===== src/rtl/matriz_pkg.sv =====
// rtl/matriz_pkg.sv - shared matrix datapath constants, state enum and N2 helper
//
// Shared by subtracao and soma.
//   TAMANHO_PADRAO : default matrix dimension
//   LARGURA_PADRAO : default element width in bits
//   estado_t       : load/drain state of the streaming matrix blocks
//   n2()           : number of elements in a TAMANHO x TAMANHO matrix

package matriz_pkg;

    localparam int TAMANHO_PADRAO = 5;
    localparam int LARGURA_PADRAO = 8;

    typedef enum logic {
        CARGA = 1'b0,
        SAIDA = 1'b1
    } estado_t;

    function automatic int n2(input int tamanho);
        return tamanho * tamanho;
    endfunction

endpackage


===== src/rtl/subtracao_if.sv =====
// rtl/subtracao_if.sv - input pair stream and output element stream of subtracao
//
// Signals:
//   in_valid/in_ready/in_a/in_b           : pair stream (A element, B element)
//   out_valid/out_ready/out_c/out_neg/out_last : difference stream, row-major
// Modports:
//   slave  : the subtractor's view
//   master : the producer/consumer view

interface subtracao_if #(
    parameter int LARGURA = matriz_pkg::LARGURA_PADRAO
);

    logic               in_valid;
    logic               in_ready;
    logic [LARGURA-1:0] in_a;
    logic [LARGURA-1:0] in_b;

    logic               out_valid;
    logic               out_ready;
    logic [LARGURA-1:0] out_c;
    logic               out_neg;
    logic               out_last;

    modport slave (
        input  in_valid, in_a, in_b, out_ready,
        output in_ready, out_valid, out_c, out_neg, out_last
    );

    modport master (
        output in_valid, in_a, in_b, out_ready,
        input  in_ready, out_valid, out_c, out_neg, out_last
    );

endinterface


===== src/rtl/subtracao_elem.sv =====
// rtl/subtracao_elem.sv - combinational element subtractor with borrow flag
//
// Ports:
//   a, b : unsigned operands
//   diff : a - b, wrapping by default, clamped to 0 when a < b if
//          SUBTRACAO_SAT_EN is defined
//   neg  : 1 when a < b, in either build
// Build macro: SUBTRACAO_SAT_EN

module subtracao_elem #(
    parameter int LARGURA = 8
) (
    input  logic [LARGURA-1:0] a,
    input  logic [LARGURA-1:0] b,
    output logic [LARGURA-1:0] diff,
    output logic               neg
);

    logic [LARGURA-1:0] bruto;

    always_comb begin
        bruto = a - b;
        neg   = (a < b);
`ifdef SUBTRACAO_SAT_EN
        diff  = neg ? '0 : bruto;
`else
        diff  = bruto;
`endif
    end

endmodule


===== src/rtl/subtracao.sv =====
// rtl/subtracao.sv - streaming element-wise matrix subtractor C = A - B
//
// Ports:
//   clk   : rising-edge clock
//   rst_n : synchronous active-low reset
//   bus   : subtracao_if.slave; loads N2 pairs row-major, then drains N2
//           differences row-major with borrow flag and last marker
// Build macro: SUBTRACAO_SAT_EN (saturating subtraction, see subtracao_elem)

module subtracao
    import matriz_pkg::*;
#(
    parameter int TAMANHO = TAMANHO_PADRAO,
    parameter int LARGURA = LARGURA_PADRAO
) (
    input  logic        clk,
    input  logic        rst_n,
    subtracao_if.slave  bus
);

    localparam int N2 = n2(TAMANHO);
    localparam int IW = (N2 > 1) ? $clog2(N2) : 1;
    localparam logic [IW-1:0] IDX_ULT = IW'(N2 - 1);

    estado_t          state_q, state_d;
    logic [IW-1:0]    idx_q, idx_d;
    logic             in_ready_q, in_ready_d;
    logic             out_valid_q, out_valid_d;

    // Each slot holds {borrow, difference}.
    logic [LARGURA:0] mem_q [N2];

    logic [LARGURA-1:0] elem_diff;
    logic               elem_neg;
    logic               accept;
    logic               handshake;
    logic [LARGURA:0]   slot_rd;

    subtracao_elem #(
        .LARGURA (LARGURA)
    ) u_elem (
        .a    (bus.in_a),
        .b    (bus.in_b),
        .diff (elem_diff),
        .neg  (elem_neg)
    );

    // Ready/valid are flops, so neither depends combinationally on the
    // opposite handshake input.
    assign accept    = bus.in_valid && in_ready_q;
    assign handshake = out_valid_q && bus.out_ready;

    always_comb begin
        state_d     = state_q;
        idx_d       = idx_q;
        in_ready_d  = in_ready_q;
        out_valid_d = out_valid_q;
        case (state_q)
            CARGA: begin
                if (accept) begin
                    if (idx_q == IDX_ULT) begin
                        state_d     = SAIDA;
                        idx_d       = '0;
                        in_ready_d  = 1'b0;
                        out_valid_d = 1'b1;
                    end else begin
                        idx_d = idx_q + 1'b1;
                    end
                end
            end
            SAIDA: begin
                if (handshake) begin
                    if (idx_q == IDX_ULT) begin
                        state_d     = CARGA;
                        idx_d       = '0;
                        in_ready_d  = 1'b1;
                        out_valid_d = 1'b0;
                    end else begin
                        idx_d = idx_q + 1'b1;
                    end
                end
            end
            default: begin
                state_d     = CARGA;
                idx_d       = '0;
                in_ready_d  = 1'b1;
                out_valid_d = 1'b0;
            end
        endcase
    end

    always_ff @(posedge clk) begin
        if (!rst_n) begin
            state_q     <= CARGA;
            idx_q       <= '0;
            in_ready_q  <= 1'b1;
            out_valid_q <= 1'b0;
        end else begin
            state_q     <= state_d;
            idx_q       <= idx_d;
            in_ready_q  <= in_ready_d;
            out_valid_q <= out_valid_d;
        end
    end

    // Buffer is not reset: a fresh load overwrites every slot before it is read.
    always_ff @(posedge clk) begin
        if (rst_n && accept) begin
            mem_q[idx_q] <= {elem_neg, elem_diff};
        end
    end

    assign slot_rd = mem_q[idx_q];

    // Data outputs are gated to zero while no element is being offered.
    assign bus.in_ready  = in_ready_q;
    assign bus.out_valid = out_valid_q;
    assign bus.out_c     = out_valid_q ? slot_rd[LARGURA-1:0] : '0;
    assign bus.out_neg   = out_valid_q && slot_rd[LARGURA];
    assign bus.out_last  = out_valid_q && (idx_q == IDX_ULT);

endmodule


===== src/flat_wrapper.sv =====
// flat-port wrapper written by rule: the top's interface ports become plain ports
module subtracao_flat import matriz_pkg::*;
#(
    parameter int TAMANHO = TAMANHO_PADRAO,
    parameter int LARGURA = LARGURA_PADRAO
)
  (clk, rst_n, bus_in_valid, bus_in_a, bus_in_b, bus_out_ready, bus_in_ready, bus_out_valid, bus_out_c, bus_out_neg, bus_out_last);
  subtracao_if #(.LARGURA(LARGURA)) bus_i ();
  input  logic clk;
  input  logic rst_n;
  input wire logic [$bits(bus_i.in_valid)-1:0] bus_in_valid;
  input wire logic [$bits(bus_i.in_a)-1:0] bus_in_a;
  input wire logic [$bits(bus_i.in_b)-1:0] bus_in_b;
  input wire logic [$bits(bus_i.out_ready)-1:0] bus_out_ready;
  output wire logic [$bits(bus_i.in_ready)-1:0] bus_in_ready;
  output wire logic [$bits(bus_i.out_valid)-1:0] bus_out_valid;
  output wire logic [$bits(bus_i.out_c)-1:0] bus_out_c;
  output wire logic [$bits(bus_i.out_neg)-1:0] bus_out_neg;
  output wire logic [$bits(bus_i.out_last)-1:0] bus_out_last;
  assign bus_i.in_valid = bus_in_valid;
  assign bus_i.in_a = bus_in_a;
  assign bus_i.in_b = bus_in_b;
  assign bus_i.out_ready = bus_out_ready;
  assign bus_in_ready = bus_i.in_ready;
  assign bus_out_valid = bus_i.out_valid;
  assign bus_out_c = bus_i.out_c;
  assign bus_out_neg = bus_i.out_neg;
  assign bus_out_last = bus_i.out_last;
  subtracao #(.TAMANHO(TAMANHO), .LARGURA(LARGURA)) u_core (.clk(clk), .rst_n(rst_n), .bus(bus_i));
endmodule

===== config.mk =====
export PLATFORM = sky130hd
export DESIGN_NAME = subtracao_flat
export DESIGN_NICKNAME = d
export VERILOG_FILES = /design/src/rtl/matriz_pkg.sv /design/src/rtl/subtracao_if.sv /design/src/rtl/subtracao_elem.sv /design/src/rtl/subtracao.sv /design/src/flat_wrapper.sv
export SDC_FILE = /design/constraint.sdc
export NUM_CORES = 1
export LEC_CHECK = 0
export BUFFER_PORTS_ARGS = -buffer_cell sky130_fd_sc_hd__buf_2
export CAP_MARGIN = 30
export CORE_ASPECT_RATIO = 0.75
export CORE_MARGIN = 10
export CORE_UTILIZATION = 45
export DETAILED_ROUTE_END_ITERATION = 7
export GPL_ROUTABILITY_DRIVEN = 0
export GPL_TIMING_DRIVEN = 0
export SYNTH_ARGS = -nofsm -noshare
export SYNTH_HDL_FRONTEND = slang
export SYNTH_HIERARCHICAL = 1
export SYNTH_SLANG_ARGS = --single-unit

===== constraint.sdc =====
create_clock -name clk -period 3.3 [get_ports clk]
set_input_delay 0.33 -clock clk [delete_from_list [all_inputs] [get_ports clk]]
set_output_delay 0.33 -clock clk [all_outputs]
set_load 0.02 [all_outputs]

Yosys cells after proc, flatten, opt, wreduce, memory -nomap -nowiden
Memories as Yosys holds them, arrays and structs flattened. A register that Yosys moved wholly into a read port is not among the register bits.
Cells that the tools add are included.
{ "word_totals": {"mem_bits_rw": 225, "latch_bits": 0, "n_memories": 1, "rom_bits": 0, "register_bits": 8} }
{ "mem_list": {"columns": ["memory", "depth", "word_bits", "rd", "rd_clocked_by_memory_dff", "wr", "line", "source"], "rows": [
  ["u_core.mem_q", 25, 9, 1, 1, 1, "subtracao.sv:31", "logic [LARGURA:0] mem_q [N2];"]
]} }
{ "classes": {"shift": 0, "bitwise": 1, "multipliers": 0, "muxes": 22, "n_lt_le_gt_ge": 1, "reduce_logical": 7, "eq_ne": 5, "add_sub_neg": 2, "div_mod_pow": 0} }
{ "ops": {"columns": ["operator", "count"], "rows": [
  ["2-to-1 mux 5 bit", 5],
  ["2-to-1 mux 1 bit", 12],
  ["case mux 5 bit (2 select lines)", 1],
  ["less-than comparator 8 bit", 1],
  ["2-to-1 mux 8 bit", 1],
  ["subtractor 8 bit", 1],
  ["case mux 1 bit (2 select lines)", 3],
  ["adder 5 x 1 -> 5 bit (second input constant)", 1],
  ["== test 5 bit (second input constant)", 1],
  ["logical AND 1 bit", 5],
  ["!= test 2 x 1 -> 1 bit (second input constant)", 2],
  ["!= test 2 bit (second input constant)", 2],
  ["AND reduction 4 bit", 1],
  ["AND reduction 2 bit", 1],
  ["NOT 1 bit", 1]
]} }

Logic depth before layout (Yosys ltp)
{ "logic_depth": {"ltp_word": 6, "mapped_depth": 8, "ltp_nobuf": 8} }

Hierarchy
The synthesis kept the hierarchy.
{ "modules_own_cells": {"columns": ["module", "area_per_inst_um2", "seq_area_each_um2", "cells_per_inst", "n_inst"], "rows": [
  ["subtracao", 9272.6, 7016.7, 456, 1],
  ["subtracao_elem", 381.6, 0.0, 52, 1]
]} }

Least setup slack after synthesis
OpenSTA, ideal clock, no wires.
{ "synth_timing": {"path_type": "input to register", "from": "in bus_in_a[0]", "to": "mem u_core/mem_q[0][8] in the netlist's numbering (data pin)", "setup_ps": 356, "cell_stages": 8, "arrival_ps": 2111, "path_slack_ps": 833, "n_path_buf": 0, "path_cell_list": "inv_1 > ha_1 > inv_1 > fa_1 > a21o_2 > nand2_1 > o21ai_0 > a31oi_1"} }
{ "synth_between": {"elab_chain_len": 1} }
{ "synth_lines": {"columns": ["element", "line", "source"], "rows": [
  ["start, declared", "flat_wrapper.sv:12", "input wire logic [$bits(bus_i.in_a)-1:0] bus_in_a;"],
  ["less-than comparator 8 bit", "subtracao_elem.sv:23", "neg = (a < b);"],
  ["via u_core.elem_neg", "subtracao.sv:34", "logic elem_neg;"],
  ["end, declared", "subtracao.sv:31", null]
]} }
The timed path passes the listed nets, and every way through them passes these cells.

==> run_results.csv <==
group,metric,value,unit
run_status,result_of_the_run,"completed",
sta,post-route-period-util,92.2,%
global_route,vias_in_the_first_global_route,4989,
detailed_routing,detail_route.drc_violations,0,
pwr,leakage,3.64,nW
clocking,tritoncts.num_buffers,24,
clocking,clockRootBuffer,"sky130_fd_sc_hd__clkbuf_16",
clocking,cts_resized,0,
logic_synthesis,yosys_warnings,6,
logic_synthesis,mappedNetlistArea,9650,sq um
finish,design.final.nets,614,
finish,final_layout_size_suffix_gt1_share,27.3,%
finish,final_common_cell,"sky130_fd_sc_hd__edfxtp_1",
critical_path,worst_ep_arrival_time,2.71,ns
logic_synthesis,yosys-top-cells-area,"sky130_fd_sc_hd__edfxtp_1 70%, sky130_fd_sc_hd__mux4_2 12%, sky130_fd_sc_hd__dfxtp_1 2.7%, sky130_fd_sc_hd__mux2i_1 2.3%, sky130_fd_sc_hd__ha_1 1.6%",
clocking,clock_path_buffers,3,
finish,final_cells,886,
logic_synthesis,share_of_synthesized_registers_carrying_an_async_set_or_reset,0,%
placement,placed_cells,839,
die,die-area,27800,sq um
logic_synthesis,synth_register_bits,238,
clocking,post-cts-setup-buffer-count,0,
pwr,power.clock.fraction,38.5,%
placement,numPortBuffers,31,
clocking,insertion_delay,0.51,ns
detailed_routing,wire_length_after_detailed_routing,20800,um
logic_synthesis,synth_cell_type_count,49,
finish,synthToLayoutAreaGrowth,15.0,%
die,fp.coreArea,21100,sq um
pwr,vdd_ir_drop_max,0.447,mV
detailed_routing,drtAntennaViolNets,0,
die,initial_utilization,45.7,%
logic_synthesis,synth_seq_area_share,72.7,%
critical_path,required,2.97,ns
clocking,post_cts_hold_buffer_count,0,
pwr,intPower,5.13,mW
logic_synthesis,synth_nets,541,
placement,detailed_place.area,10300,sq um
logic_synthesis,ys.flop_type,"sky130_fd_sc_hd__edfxtp_1",
pwr,power_per_cell_area,593,nW/um^2
finish,mostFrequentLayoutCells,"225 x sky130_fd_sc_hd__edfxtp_1, 53 x sky130_fd_sc_hd__mux4_2, 38 x sky130_fd_sc_hd__buf_2",
min_path,min-delay-path-class,"in2reg",
pwr,power.switching,1.45,mW
pwr,power.switching_fraction,22.1,%
critical_path,timing.critical_path.fanout_max,16,
pwr,power,6.59,mW
sta,fin_skew,0.00540,ns
detailed_routing,vias,4980,
logic_synthesis,synth.largest_area_cell,"sky130_fd_sc_hd__edfxtp_1",
die,die_height,147,um
global_route,grt_use_total,14.8,%
die,ios,32,
job,cap_violations,0,
sta,rsz_0062_raised_after_global_routing,"false",
detailed_routing,viasPerCell,5.62,
global_route,grt_pass1_wl,31200,um
global_route,overflow,0,
pwr,share_seq_of_total_power,52.5,%
pwr,p_comb_share,9.1,%
sta,final-setup-viol-count,0,
logic_synthesis,synth_edf_count,225,
die,floorplan.die.width,189,um
global_route,grt_start_max_net_pins,26,
sta,final_critical_path_setup_slack,0.257,ns
clocking,cts_sinks,238,
finish,non_filler_cell_area_final,11100,sq um
logic_synthesis,netlist.area_leader.share,70.0,%
clocking,clock_tree.htree_level_count,1,
clocking,tritoncts_clock_tree,"built",
sta,layout_min_cycle_time,3.04,ns
logic_synthesis,netlist_instances,508,
critical_path,worst-setup-path-type,"reg2out",
placement,dpl_worst_slack,0.482,ns
critical_path,worstSetupStartpointType,"flip-flop",
sta,slew-limit-headroom,29.9,%
sta,timing_max_transition_violations_final,0,
logic_synthesis,synth_area_per_cell,19.0,sq um
sta,max_freq,329,MHz
detailed_routing,drt_iter0_drc,469,
finish,antennaDiodeCount,0,
placement,detailedPlacementHpwl,14200,um
sta,worstMarginPinSlew,1.05,ns
detailed_routing,firstDrtPassIters,5,
die,core.rowCount,46,
clocking,worst_setup_hold_path_clk_slew,0.06,ns
detailed_routing,avgRoutedWirePerCell,23.5,um
sta,hold_violations,0,
global_route,initial_antenna_violation_count,0,
critical_path,critical_path.endpoint_type,"primary output",
flip-flops by register name, summed over array words and instances, names as in the netlist, named ones only:
name	count
u_core/bus.in_ready	1
u_core/bus.out_valid	1
u_core/state_q	1
u_core/mem_q	225
u_core/idx_q	5
layout make-up:
| type | count | area (sq um) |
|---|---|---|
| Inverter | 15 | 56.3 |
| Multi-Input combinational cell | 235 | 2490 |
| Clock inverter | 14 | 93.8 |
| Buffer | 19 | 118 |
| Fill cell | 1675 | 10000 |
| Clock buffer | 29 | 641 |
| Timing Repair Buffer | 48 | 327 |
| Sequential cell | 238 | 7020 |
| Tap cell | 288 | 360 |
metal layers:
layer	global-route usage, %	vias to the layer above	part of all wire [%]
met5	0	-	0
met4	3.72	0	2.4
li1	-	2198	-
met1	20.7	2585	45
met2	22.8	163	46
met3	3.88	34	6.9
stage by stage:
| step | TNS (ns) | util, % | hold WS [ns] |
|---|---|---|---|
| global placement | -2.58 | 48.1 | 0.501 |
| floorplan | 0 | - | 0.406 |
| global route | 0 | 52.6 | 0.0392 |
| CTS | 0 | 52.3 | 0.0338 |
| finish | 0 | 52.6 | 0.0413 |
| detailed placement | 0 | 48.8 | 0.532 |
kinds of logic (layout without fill, tap and decap cells):
kind of cell,after synthesis,count (layout),synth area share [%]
DFF,238,238,72.7
AOI/OAI and AO/OA,51,51,3.82
xor gates and xnor gates,7,7,0.635
adders and majority gates,13,13,1.76
muxes,76,76,14.8
buffers and inverters,35,125,1.81
and+or+nand+nor,88,88,4.52
cell usage after synthesis, drive strengths merged, types with 6 or more instances:
cell type and count:
edfxtp 225, dfxtp 13, mux2i 22, nor2 34
a21oi 6, a211oi 11, o21ai 9, nand2 18
nor2b 7, mux4 53, ha 12, nand2b 6
buf 16, inv 15
final timing paths:
check                               start                               end  slack [ns]  depth (start not counted)
max reg2reg  u_core/idx_q[2]$_SDFFE_PN0P_      u_core/mem_q[7][0]$_DFFE_PP_        0.93                          3
min                                 rst_n  u_core/bus.in_ready$_SDFFE_PN1P_        0.04                          2
min reg2reg     u_core/state_q$_SDFF_PN0_         u_core/state_q$_SDFF_PN0_        0.54                          2
max                             flip-flop                      bus_out_c[7]        0.26                          7
worst max-delay path, cell delays in order (launching register included):
cell                       delay (ns)
sky130_fd_sc_hd__dfxtp_1         0.32
sky130_fd_sc_hd__clkbuf_4        0.31
sky130_fd_sc_hd__buf_2           0.34
sky130_fd_sc_hd__mux4_2          0.38
sky130_fd_sc_hd__mux2i_1         0.21
sky130_fd_sc_hd__a22o_1          0.33
sky130_fd_sc_hd__a211oi_1        0.10
sky130_fd_sc_hd__buf_2           0.19
power groups by stage:
stage	Sequential, mW	Clock (mW)	Combinational (mW)
after global routing	3.46	2.71	0.650
final	3.46	2.53	0.598
after global placement	3.53	0	0.540
after detailed placement	3.52	0	0.594
after CTS	3.46	2.59	0.595
after floorplan	3.52	0	0.374
No activity file was read; power rests on OpenSTA's default activity.
